<file path="config.mk">
export PLATFORM = sky130hd
export DESIGN_NAME = fcmp_sched
export DESIGN_NICKNAME = d
export VERILOG_FILES = /design/src/rtl/fcmp_pkg.sv /design/src/rtl/fcmp_core.sv /design/src/rtl/fcmp_sched.sv
export SDC_FILE = /design/constraint.sdc
export NUM_CORES = 1
export LEC_CHECK = 0
export ABC_AREA = 1
export CORE_AREA = 2 2 87 131
export CTS_BUF_LIST = sky130_fd_sc_hd__clkbuf_8
export CTS_CLUSTER_SIZE = 16
export DETAILED_ROUTE_END_ITERATION = 8
export DIE_AREA = 0 0 89 133
export PLACE_DENSITY = 0.83
export SLEW_MARGIN = 25
export SYNTH_ARGS = -nofsm -noshare
export SYNTH_HDL_FRONTEND = slang
export SYNTH_SLANG_ARGS = --single-unit
</file>
<file path="constraint.sdc">
create_clock -name clk -period 4.7 [get_ports clk]
set_input_delay 0.47 -clock clk [delete_from_list [all_inputs] [get_ports clk]]
set_output_delay 0.47 -clock clk [all_outputs]
set_load 0.005 [all_outputs]
</file>
<file path="src/rtl/fcmp_pkg.sv">
// Shared encodings and defaults for the round-robin floating-point compare scheduler.
package fcmp_pkg;

    localparam logic [2:0] RM_LE = 3'b000;
    localparam logic [2:0] RM_LT = 3'b001;
    localparam logic [2:0] RM_EQ = 3'b010;

    localparam int TAG_W_DEF = 5;

endpackage

</file>
<file path="src/rtl/fcmp_core.sv">
// Combinational IEEE-754 single compare on raw bit patterns (no NaN or signed-zero special cases).
module fcmp_core
    import fcmp_pkg::*;
(
    input  logic [31:0] a,
    input  logic [31:0] b,
    input  logic [2:0]  rm,
    output logic [31:0] result
);

    logic equal;
    logic less_than;
    logic mag_lt;
    logic mag_gt;

    // Exponent sits above mantissa, so one unsigned compare of bits 30:0 orders both fields.
    assign equal  = (a == b);
    assign mag_lt = (a[30:0] < b[30:0]);
    assign mag_gt = (a[30:0] > b[30:0]);

    always_comb begin
        // NOTE: every signal written here gets a default first, so no path can leave it unassigned and infer a latch.
        less_than = 1'b0;
        if (a[31] != b[31]) begin
            less_than = a[31];
        end else if (a[31]) begin
            less_than = mag_gt;
        end else begin
            less_than = mag_lt;
        end
    end

    always_comb begin
        result = '0;
        case (rm)
            RM_LE:   result[0] = equal | less_than;
            RM_LT:   result[0] = less_than;
            default: result[0] = equal;
        endcase
    end

endmodule

</file>
<file path="src/rtl/fcmp_sched.sv">
// Round-robin arbiter feeding a two-stage compare pipeline (S1 operands, S2 result) with full backpressure.
module fcmp_sched
    import fcmp_pkg::*;
#(
    parameter int NUM_REQ = 2,
    parameter int TAG_W   = TAG_W_DEF
) (
    input  logic                       clk,
    input  logic                       rst,
    input  logic [NUM_REQ-1:0]         req_valid,
    output logic [NUM_REQ-1:0]         req_ready,
    input  logic [NUM_REQ*32-1:0]      req_a,
    input  logic [NUM_REQ*32-1:0]      req_b,
    input  logic [NUM_REQ*3-1:0]       req_rm,
    input  logic [NUM_REQ*TAG_W-1:0]   req_tag,
    output logic                       rsp_valid,
    input  logic                       rsp_ready,
    output logic [31:0]                rsp_data,
    output logic [TAG_W-1:0]           rsp_tag,
    output logic [$clog2(NUM_REQ)-1:0] rsp_src
);

    localparam int SRC_W = $clog2(NUM_REQ);

    logic [SRC_W-1:0] rr_ptr_q, rr_ptr_d;

    logic             s1_valid_q, s1_valid_d;
    logic [31:0]      s1_a_q,     s1_a_d;
    logic [31:0]      s1_b_q,     s1_b_d;
    logic [2:0]       s1_rm_q,    s1_rm_d;
    logic [TAG_W-1:0] s1_tag_q,   s1_tag_d;
    logic [SRC_W-1:0] s1_src_q,   s1_src_d;

    logic             s2_valid_q, s2_valid_d;
    logic [31:0]      s2_res_q,   s2_res_d;
    logic [TAG_W-1:0] s2_tag_q,   s2_tag_d;
    logic [SRC_W-1:0] s2_src_q,   s2_src_d;

    logic             grant_found;
    logic [SRC_W-1:0] grant_idx;
    logic [SRC_W-1:0] scan_idx;
    logic             s2_load_ok;
    logic             s1_adv;
    logic             s1_load_ok;
    logic             hs;
    logic [31:0]      core_result;

    fcmp_core u_core (
        .a      (s1_a_q),
        .b      (s1_b_q),
        .rm     (s1_rm_q),
        .result (core_result)
    );

    assign s2_load_ok = !s2_valid_q || rsp_ready;
    assign s1_adv     = s1_valid_q && s2_load_ok;
    assign s1_load_ok = !s1_valid_q || s2_load_ok;

    always_comb begin
        grant_found = 1'b0;
        grant_idx   = '0;
        scan_idx    = '0;
        for (int k = 0; k < NUM_REQ; k++) begin
            scan_idx = SRC_W'((int'(rr_ptr_q) + k) % NUM_REQ);
            if (!grant_found && req_valid[scan_idx]) begin
                grant_found = 1'b1;
                grant_idx   = scan_idx;
            end
        end
    end

    // Ready is masked during reset so no requester sees an accept while the pipeline is held clear.
    assign hs = grant_found && s1_load_ok && !rst;

    always_comb begin
        req_ready = '0;
        if (hs) begin
            req_ready[grant_idx] = 1'b1;
        end
    end

    always_comb begin
        rr_ptr_d   = rr_ptr_q;
        s1_valid_d = s1_valid_q;
        s1_a_d     = s1_a_q;
        s1_b_d     = s1_b_q;
        s1_rm_d    = s1_rm_q;
        s1_tag_d   = s1_tag_q;
        s1_src_d   = s1_src_q;
        s2_valid_d = s2_valid_q;
        s2_res_d   = s2_res_q;
        s2_tag_d   = s2_tag_q;
        s2_src_d   = s2_src_q;

        if (hs) begin
            rr_ptr_d   = (int'(grant_idx) == NUM_REQ - 1) ? '0 : grant_idx + 1'b1;
            s1_valid_d = 1'b1;
            s1_a_d     = req_a[int'(grant_idx)*32 +: 32];
            s1_b_d     = req_b[int'(grant_idx)*32 +: 32];
            s1_rm_d    = req_rm[int'(grant_idx)*3 +: 3];
            s1_tag_d   = req_tag[int'(grant_idx)*TAG_W +: TAG_W];
            s1_src_d   = grant_idx;
        end else if (s1_adv) begin
            s1_valid_d = 1'b0;
        end

        if (s2_load_ok) begin
            s2_valid_d = s1_valid_q;
        end
        if (s1_adv) begin
            s2_res_d = core_result;
            s2_tag_d = s1_tag_q;
            s2_src_d = s1_src_q;
        end
    end

    // NOTE: state registers use non-blocking assignments so every flop samples pre-edge values regardless of block order.
    always_ff @(posedge clk or posedge rst) begin
        if (rst) begin
            // NOTE: payload registers are reset as well, because the response outputs must read zero while in reset.
            rr_ptr_q   <= '0;
            s1_valid_q <= 1'b0;
            s1_a_q     <= '0;
            s1_b_q     <= '0;
            s1_rm_q    <= '0;
            s1_tag_q   <= '0;
            s1_src_q   <= '0;
            s2_valid_q <= 1'b0;
            s2_res_q   <= '0;
            s2_tag_q   <= '0;
            s2_src_q   <= '0;
        end else begin
            rr_ptr_q   <= rr_ptr_d;
            s1_valid_q <= s1_valid_d;
            s1_a_q     <= s1_a_d;
            s1_b_q     <= s1_b_d;
            s1_rm_q    <= s1_rm_d;
            s1_tag_q   <= s1_tag_d;
            s1_src_q   <= s1_src_d;
            s2_valid_q <= s2_valid_d;
            s2_res_q   <= s2_res_d;
            s2_tag_q   <= s2_tag_d;
            s2_src_q   <= s2_src_d;
        end
    end

    assign rsp_valid = s2_valid_q;
    assign rsp_data  = s2_res_q;
    assign rsp_tag   = s2_tag_q;
    assign rsp_src   = s2_src_q;

endmodule

</file>
Word-level counts from Yosys, hierarchy flattened
Cells that the tools add are included.
- $add $sub $neg: 2
- multiply operators: 2
- order comparisons: 6
- eq/ne operators: 3
- shift operators: 4
- multiplexer cells: 17
- bitwise operators: 1
- reduce and logical (&&, ||, !) cells: 13
- operators by type and width (cell ; number):
    64-bit by 7-bit variable part select with 32-bit output ; 2
    32-bit == test ; 1
    31-bit greater-than comparator ; 1
    31-bit < comparator ; 1
    1-bit two-way mux ; 14
    10-bit by 5-bit variable part select with 5-bit output ; 1
    1-bit by 2-bit < comparator with 1-bit output, second input constant ; 3
    6-bit by 4-bit variable part select with 3-bit output ; 1
    1-bit logical AND ; 5
    1-bit logical NOT ; 4
    1-bit by 3-bit multiplier with 4-bit output, second input constant ; 1
    3-bit by 1-bit == test with 1-bit output, second input constant ; 1
    3-bit logical NOT ; 1
    1-bit by 2-bit multiplier with 3-bit output, second input constant ; 1
    1-bit adder, second input constant ; 2
    1-bit logical OR ; 2
    2-bit two-way mux ; 1
    1-bit case mux with 2 select lines ; 1
    2-bit nonzero test ; 1
    1-bit demux with 1-bit select ; 1
    1-bit >= comparator, second input constant ; 1
    1-bit inequality test ; 1
    1-bit bitwise OR ; 1
- bits in registers: 83
- input bits: 149
- output and inout port bits: 41
- logic and storage cells: 59

Logic depth before layout (Yosys ltp)
Gate-level depths: netlist of the first run.
- depth in word-level cells: 11
- depth in mapped cells: 15
- mapped depth without buffers: 15

Hierarchy
From an unflattened synthesis of the first run, not the netlist that was laid out.
- cells, all modules: 931
- area total of the unflattened synthesis: 6600.1 µm²
- by module, submodules not included (module ; instances ; cells each ; area each (µm²) ; sequential area each (µm²)):
    fcmp_sched ; 1 ; 731 ; 5402.7 ; 2852.7
    fcmp_core ; 1 ; 200 ; 1197.4 ; 0.0

Worst setup path after synthesis of the first run
OpenSTA, ideal clock, no wires.
- kind: input to output
- from: in rst
- to: out req_ready[0]
- arrival: 3.442 ns
- required time: 4.230 ns
- setup slack: 0.788 ns
- stages on the path: 7
- path buffers: 2
- cells stage by stage: clkinv_1 -> o21ai_2 -> nor2_8 -> nand2_1 -> inv_2 -> buf_6 -> buf_2
- cells in the longest elaborated chain, start to end: 3
- RTL lines (what ; line ; RTL):
    from (decl) ; fcmp_sched.sv:9 ; input logic rst,
    1-bit logical NOT (no line) ; n/a ;
    1-bit logical AND ; fcmp_sched.sv:73 ; assign hs = grant_found && s1_load_ok && !rst;
    2-bit two-way mux ; fcmp_sched.sv:77 ; if (hs) begin
    to (decl) ; fcmp_sched.sv:11 ; output logic [NUM_REQ-1:0] req_ready,
Every way passes these cells.

Final worst setup path of the first run
- from: in req_valid[0]
- to: out req_ready[1]
- cells in the longest elaborated chain, start to end: 11
- elaborated cells between the ends (all ways): 18
- classes of those cells: 2 x order compare; 11 x mux; 5 x reduce/logical
- RTL lines (what ; line ; RTL):
    from (decl) ; fcmp_sched.sv:10 ; input logic [NUM_REQ-1:0] req_valid,
    1-bit two-way mux (implied by the code) (2 in series) ; fcmp_sched.sv:65 ; if (!grant_found && req_valid[scan_idx]) begin
    1-bit two-way mux ; fcmp_sched.sv:65 ;
    1-bit logical NOT ; fcmp_sched.sv:65 ;
    1-bit logical AND ; fcmp_sched.sv:65 ;
    1-bit two-way mux ; fcmp_sched.sv:65 ;
    1-bit by 2-bit < comparator with 1-bit output (implied by the code) or 1-bit >= comparator (tied branches) ; fcmp_sched.sv:78 ; req_ready[grant_idx] = 1'b1;
    1-bit logical AND (implied by the code) ; fcmp_sched.sv:78 ;
    1-bit two-way mux (implied by the code) ; fcmp_sched.sv:78 ;
    1-bit demux with 1-bit select ; fcmp_sched.sv:78 ;
    2-bit two-way mux (*) ; fcmp_sched.sv:77 ;
Every way passes the cells marked *; elsewhere a longest branch is shown, timed or not. The select of a mux whose other input is x is not followed.

==> results of run 1 <==
## layout make-up
class	instances	area (um^2)
multi-input cells	436	2170
clock buffers	12	165
clock inverters	4	47.5
well taps	147	184
flip-flops and latches	83	2080
inverters	57	215
fillers	975	4350
repair buffers	162	1610
## cells by family (layout without fill, tap and decap cells)
| logic type | Yosys count | count (layout) | share of synthesized area |
|---|---|---|---|
| simple gates | 320 | 320 | 0.277 |
| buf+inv | 110 | 235 | 0.119 |
| flops | 83 | 83 | 0.443 |
| compound gates | 53 | 53 | 0.0760 |
| fa+ha+maj | 31 | 31 | 0.0827 |
| other cells | 1 | 31 | 0.000799 |
| xor+xnor | 1 | 1 | 0.00187 |
## critical path: cells and delay by family
family                 cells  cell delay [ps]
AO/OA/AOI/OAI              1              120
buffers and inverters      3             1490
AND/OR/NAND/NOR            2              650
## power breakdown
part           internal [W]  total [W]  switching (W)
logic              0.000346   0.000720       0.000374
registers          0.000858   0.000932      0.0000741
clock network      0.000287   0.000535       0.000248
total               0.00149    0.00219       0.000696
## synthesized netlist by cell type
cell type	n
sky130_fd_sc_hd__a21o_1	2
sky130_fd_sc_hd__a21oi_1	13
sky130_fd_sc_hd__a22oi_1	1
sky130_fd_sc_hd__buf_2	15
sky130_fd_sc_hd__buf_4	32
sky130_fd_sc_hd__buf_6	1
sky130_fd_sc_hd__clkbuf_1	5
sky130_fd_sc_hd__clkinv_1	1
sky130_fd_sc_hd__conb_1	1
sky130_fd_sc_hd__dfrtp_1	83
sky130_fd_sc_hd__ha_1	31
sky130_fd_sc_hd__inv_1	52
sky130_fd_sc_hd__inv_2	4
sky130_fd_sc_hd__nand2_1	255
sky130_fd_sc_hd__nand2_2	1
sky130_fd_sc_hd__nand3_1	45
sky130_fd_sc_hd__nand4_1	2
sky130_fd_sc_hd__nor2_1	10
sky130_fd_sc_hd__nor2_2	1
sky130_fd_sc_hd__nor2_4	1
sky130_fd_sc_hd__nor2_8	1
sky130_fd_sc_hd__nor3_1	3
sky130_fd_sc_hd__nor3b_1	1
sky130_fd_sc_hd__o211ai_1	32
sky130_fd_sc_hd__o21ai_0	4
sky130_fd_sc_hd__o21ai_2	1
sky130_fd_sc_hd__xnor2_1	1
## routing by layer
layer	vias to the layer above	global-route usage	share of wire
met5	-	0	0
met4	0	0.0721	0.020
met3	18	0.0331	0.039
met2	118	0.392	0.56
met1	2009	0.224	0.38
li1	2142	-	-
## flip-flops by register name, indices dropped and copies added, names as in the netlist
register    cells
s1_a_q         32
s1_tag_q        5
s1_valid_q      1
rsp_tag         5
rr_ptr_q        1
rsp_data        1
rsp_valid       1
s1_src_q        1
rsp_src         1
s1_b_q         32
s1_rm_q         3
## through the flow
step,cells,hold slack (ps)
final,901,473
after global routing,901,517
after global placement,885,453
after floorplan,629,442
after CTS,901,477
after detailed placement,885,455
## worst paths after layout
kind                               from      endpoint  slack, ps  cells after the start
setup / recovery           req_valid[0]  req_ready[1]       1470                      6
hold / removal              s1_tag_q[2]    rsp_tag[2]        470                      2
setup reg to reg              rsp_valid    s1_b_q[26]       2070                      8
hold reg to reg             s1_tag_q[2]    rsp_tag[2]        470                      2
max in group asynchronous           rst     s1_b_q[2]       3130                      4
min in group asynchronous           rst    s1_a_q[24]        610                      3
==> out/results.txt, run 1 <==
The fraction of layout cells with a size suffix above 1 came out at 0.0398. By area the synthesized netlist is led by sky130_fd_sc_hd__dfrtp_1 (44%), sky130_fd_sc_hd__nand2_1 (20%), sky130_fd_sc_hd__ha_1 (8.3%). The clock slew at the register clock pins of the worst setup and hold paths was 80 ps; the maximum VDD drop was 0.145 mV. The logs give 190 for the boundary pin count and 10800 um^2 for the area inside the core boundary. STA classifies the critical path endpoint as an output port. The tools report the sequential fraction of the synthesis area as 0.443. The floorplan has 47 rows. The normalized max-slew margin is 0.485. Setup repair after global routing left no endpoint under its margin.

The logs give 83 for the clock sink total and 0 for the post-CTS setup buffer count. The congestion estimate from routability-driven global placement came to 0.802. Clock tree synthesis selected as its root buffer the cell sky130_fd_sc_hd__clkbuf_8. The first global-routing pass estimated 19300 um of wire.

The post-layout worst setup margin is 1470 ps. The most repeated library cell on the critical path was sky130_fd_sc_hd__clkdlybuf4s50_1. The initial core utilization came out at 0.434. In this run the static leakage power is 3.08 nW. The number of buffers created by CTS was 9. Averaged over all synthesized cells, the footprint is 7.83 um^2. The first TritonRoute pass finished after 4 iterations. The required arrival time at the worst endpoint is 4230 ps. Final cell utilization of the core: 0.598. The largest individual stage delay along the critical path comes from the cell sky130_fd_sc_hd__clkdlybuf4s50_1.

sky130_fd_sc_hd__dfrtp_1 takes more of the synthesized area than any other cell. Across the routed clock network, the largest skew measured is 8.04 ps. Setup violations remaining at the end of the flow were counted as 0.

TritonCTS built the clock tree. The floorplan step defined a die boundary enclosing 11800 um^2. Slew at the pin closest to its max-slew limit: 772 ps. Input and output buffers added on the ports amount to 158. The area of placed instances was 6260 um^2; the count of endpoints failing hold in the final timing report was 0. The final worst-path cycle share was 0.687; the arrival time of data at the critical path endpoint was 2760 ps. The count of distinct cell types in the synthesized netlist was 27; the total power draw was 0.00219 W. Summed over all layers, the routed wires come to 12000 um. The overall routing resource usage was 0.207. The library cell used most frequently in the layout, excluding fill and tap cells, is sky130_fd_sc_hd__nand2_1.

Entering global routing, the biggest net connects 74 pins. After global routing the overflow that remains totals 0. The worst setup path is of the input pin to output port kind. The finished cells cover 6470 um^2. After synthesis the netlist holds a flip-flop and latch count of 83. Area share of the leading cell type in the synthesized netlist: 0.443.

Traced cell by cell, the critical path runs through clkdlybuf4s50_1 > o21ai_2 > nor2_8 > inv_2 > nor2_4 > clkdlybuf4s50_1. The synthesized netlist cell count came out at 599. Once detail routing completed, the nets flagged for antenna violations numbered 0.

The die height was 133 um. The number of antenna diodes in the final layout is 0. The Yosys step of the flow raised 0 warnings.

The count of instances resized after the clock tree is built was 0; the longest individual stage delay on the worst path was 520 ps. The run gives 151 as the DRC marker count from the first detailed-route iteration. The run finished with clean final reports. The die is 89 um wide. The number of remaining DRC errors was 0. The maximum level of the CTS H-tree is 3. Post-synthesis to final-layout area growth: 37.9%. The top achievable clock speed was 310 MHz; the largest driver fanout on the critical path was 42.

After layout, the minimum clock period comes to 3230 ps. Across the run, the number of max-cap violations was 0. For the final routed database, the setup TNS stands at 0 ps. The min-delay analysis places its worst path in the category register to register. The clock passes through at most 2 buffers. For this block, the via count after detailed routing is 4287. Dividing total power by cell area gives a power density of 338 nW/um^2. After detailed routing, the number of vias per cell comes to 4.76. The net total in the final layout was 929. Initial antenna violation count: 0. The logs give 1450 ps for the worst setup timing slack at the placement stage and 4690 um^2 for the total standard cell area after synthesis.

The via count of the first global-routing pass was 4359. The worst setup path is launched from an input pin. The run gives 0 as the number of buffers inserted by hold repair at cts. The library cells used most frequently in the layout, excluding fill and tap cells, are sky130_fd_sc_hd__nand2_1 (255), sky130_fd_sc_hd__clkdlybuf4s50_1 (158), sky130_fd_sc_hd__dfrtp_1 (83). The clock reaches the later pin of the worst-skew pair after 350 ps. In the final routed layout, each cell accounts on average for 13.3 um. The run gives 0 as the count of final max-slew check failures.

The final HPWL from detailed placement was 9290 um.
Note: power is estimated with default switching activity, not from simulation.
==> inputs of run 2 (changes only) <==
- clock period: 4.7 -> 3.1 ns (I/O delays scaled with it)
==> run 2 against run 1 <==
Die area unchanged; via count up 0.70%; count of clock-buffer cells in the layout down 3; critical path type unchanged; largest cell class unchanged; largest power group unchanged.
==> out/results.txt, run 2 (synthesis results as in run 1) <==
The maximum level of the CTS H-tree is 3. For the maximum clock insertion buffer count, the log shows 2. Worst min-delay path category: register to register. Total power for the finished layout comes to 0.00328 W.

In the layout the commonest cells are sky130_fd_sc_hd__nand2_1 (255), sky130_fd_sc_hd__clkdlybuf4s50_1 (158), sky130_fd_sc_hd__dfrtp_1 (83). For the maximum VDD drop, the log shows 0.206 mV. After clock tree synthesis, the clock-pin slew on the worst setup and hold paths is 90 ps.

For the net total in the final layout, the log shows 932. For the final HPWL from detailed placement, the log shows 9550 um. The start point of the worst hold path was s1_tag_q[1]. Summed over all layers, the routed wires come to 12400 um. The run finished with clean final reports. The slowest stage of the critical path is the sky130_fd_sc_hd__clkdlybuf4s50_1 cell. The number of input and output port buffers inserted was 158; the DRC marker count from the first detailed-route iteration was 176.

The run gives 4432 as the via count of the first global-routing pass. The run gives 0.434 as the initial core utilization. The switching power share of the total came out at 0.330. The tools report the startpoint type of the worst setup path as an input pin. Clock tree synthesis selected as its root buffer the cell sky130_fd_sc_hd__clkbuf_8.

The count of instances resized after the clock tree is built was 0; the post-CTS setup buffer count was 0. The register share of total power is 0.430, and the number of remaining DRC errors is 0. The slew at the pin closest to its max-slew limit came out at 560 ps. The run gives 9 as the number of buffers created by CTS. Grouping stages by cell kind, the critical path spends the most delay in buffers and inverters.

The post-synthesis to final-layout area growth was 38.2%. In this run the static leakage power is 3.09 nW. The run gives 2790 ps as the required arrival time at the worst endpoint. Max-cap violations in this run came to 0. The repair_antennas step left the layout with diodes totalling 0. In the final layout, the multi-input gates occupy 2170 um^2.

After filler insertion, the fill cell instance count of the layout stands at 968. The count of antenna-violating nets left after detailed routing was 0. The normalized max-slew margin is 0.626, and the clock sink total is 83. The critical path goes through clkdlybuf4s50_1 > inv_2 > nand2_2 > nor2_2 > nor2_8 > buf_4 > inv_2 > nor2_4 > clkdlybuf4s50_1. The area inside the core boundary was 10800 um^2; the die height was 133 um.

Setup repair after global routing left no endpoint under its margin. Timing would allow up to 405 MHz. Summed over all layers, the global routing overflow is 0. The floorplan die area came out at 11800 um^2.

The logs give 0 for the number of endpoints failing setup at the final stage and 47 for the number of rows created at floorplan. The final worst-path cycle share is 0.797, and the worst-case clock skew is 12.0 ps. The count of final max-slew check failures is 0, and the average wire length per cell after detail routing is 13.7 um. The first global-routing pass estimated 19700 um of wire.

TritonCTS built the clock tree. The switching power total was 0.00108 W; the sum of buffers and inverters on the critical path was 5. The tools report the setup TNS as 0 ps. At the later pin of the worst-skew pair, clock insertion delay measures 360 ps.

The power density relative to cell area was 506 nW/um^2. Part of the total power dissipated in the clock network: 0.234. In this run, post-CTS hold repair placed 0 buffers. The fraction of layout cells with a size suffix above 1 came out at 0.0423. The tools report the overall routing resource usage as 0.214.

The horizontal die dimension is 89 um, and the combinational cell fraction of total power is 0.336. The largest registers in the layout are s1_a_q x32, s1_b_q x32. Entering global routing, the biggest net connects 51 pins.

The largest driver fanout on the critical path is 34. By startpoint and endpoint, the worst setup path is classified as input pin to output port. Counting I/O delays and the setup requirement, the final critical path takes 2470 ps. For the worst setup path, the data arrival time is 2160 ps. The final route contains 4317 vias. Reg-to-reg critical path startpoint: rsp_valid. The internal cell power came out at 0.00220 W. The library cell used most frequently in the layout, excluding fill and tap cells, is sky130_fd_sc_hd__nand2_1.

Routability-driven placement finished with a final weighted congestion of 0.861. Using the TritonRoute via totals, the vias-per-cell ratio works out to 4.78. The largest single stage delay on the critical path is 510 ps. The tools report the count of endpoints failing hold in the final timing report as 0. The worst setup path is captured at an output port.

Origin of the worst setup path: rsp_ready. The run gives 0 as the initial antenna violation count. The register cell area after layout is 2080 um^2. During I/O placement, the number of pins put on the boundary was 190.

The number of detailed-routing iterations run before antenna repair was 5.
[run 2: cell count changes in the layout (fill, tap and decap cells not counted), sizes merged]
| cell | before | now |
|---|---|---|
| buf | 4 | 7 |
| clkbuf | 12 | 9 |
| clkinv | 3 | 6 |
| clkinvlp | 1 | 0 |
| inv | 56 | 57 |
[run 2: path summary, 6_finish.rpt]
path	to	slack, ps	cells past startpoint
max in group asynchronous	s1_a_q[23]	1680	4
min in group asynchronous	s1_a_q[15]	480	3
hold / removal	rsp_tag[1]	470	2
setup reg to reg	s1_b_q[21]	1090	9
hold reg to reg	rsp_tag[1]	470	2
setup / recovery	req_ready[1]	630	9
[run 2: stage by stage]
stage               std cells  setup slack (ps)   util  area [um^2]  hold slack, ps
global route              904               545  0.599         6480             499
finish                    904               629  0.599         6480             474
CTS                       904               648  0.599         6480             473
floorplan                 629               694      -         4810             427
detailed placement        888               655  0.581         6290             459
global placement          888               667  0.581         6290             454
[run 2: power by group through the flow]
stage,Clock [W],Sequential (W),Combinational (W)
3_3_place_gp,0,0.00142,0.00108
2_1_floorplan,0,0.00140,0.000688
5_1_grt,0.000825,0.00143,0.00127
4_1_cts,0.000783,0.00141,0.00112
6_report,0.000769,0.00141,0.00110
3_5_place_dp,0,0.00143,0.00111
[run 2: worst reg2reg max path, cell delays in order (launching register included)]
cell and delay, ps:
sky130_fd_sc_hd__dfrtp_1 400, sky130_fd_sc_hd__nand2_2 110, sky130_fd_sc_hd__nor2_2 70, sky130_fd_sc_hd__nor2_8 80, sky130_fd_sc_hd__buf_4 370, sky130_fd_sc_hd__inv_2 100, sky130_fd_sc_hd__nor2_4 120, sky130_fd_sc_hd__buf_4 430
sky130_fd_sc_hd__nand2_1 140, sky130_fd_sc_hd__o211ai_1 120
[run 2: routing by layer]
layer / vias to the layer above / share of wire / track usage
met2: 141 / 0.54 / 0.392
met3: 30 / 0.040 / 0.0212
met1: 2002 / 0.38 / 0.231
met5: - / 0 / 0
li1: 2144 / - / -
met4: 0 / 0.042 / 0.118
[run 2: area by class of cell]
type / instances / share of cell area
Multi-Input combinational cell: 436 / 0.334
Sequential cell: 83 / 0.320
Timing Repair Buffer: 165 / 0.254
Inverter: 57 / 0.0332
Tap cell: 147 / 0.0284
Clock buffer: 9 / 0.0191
Clock inverter: 7 / 0.0108
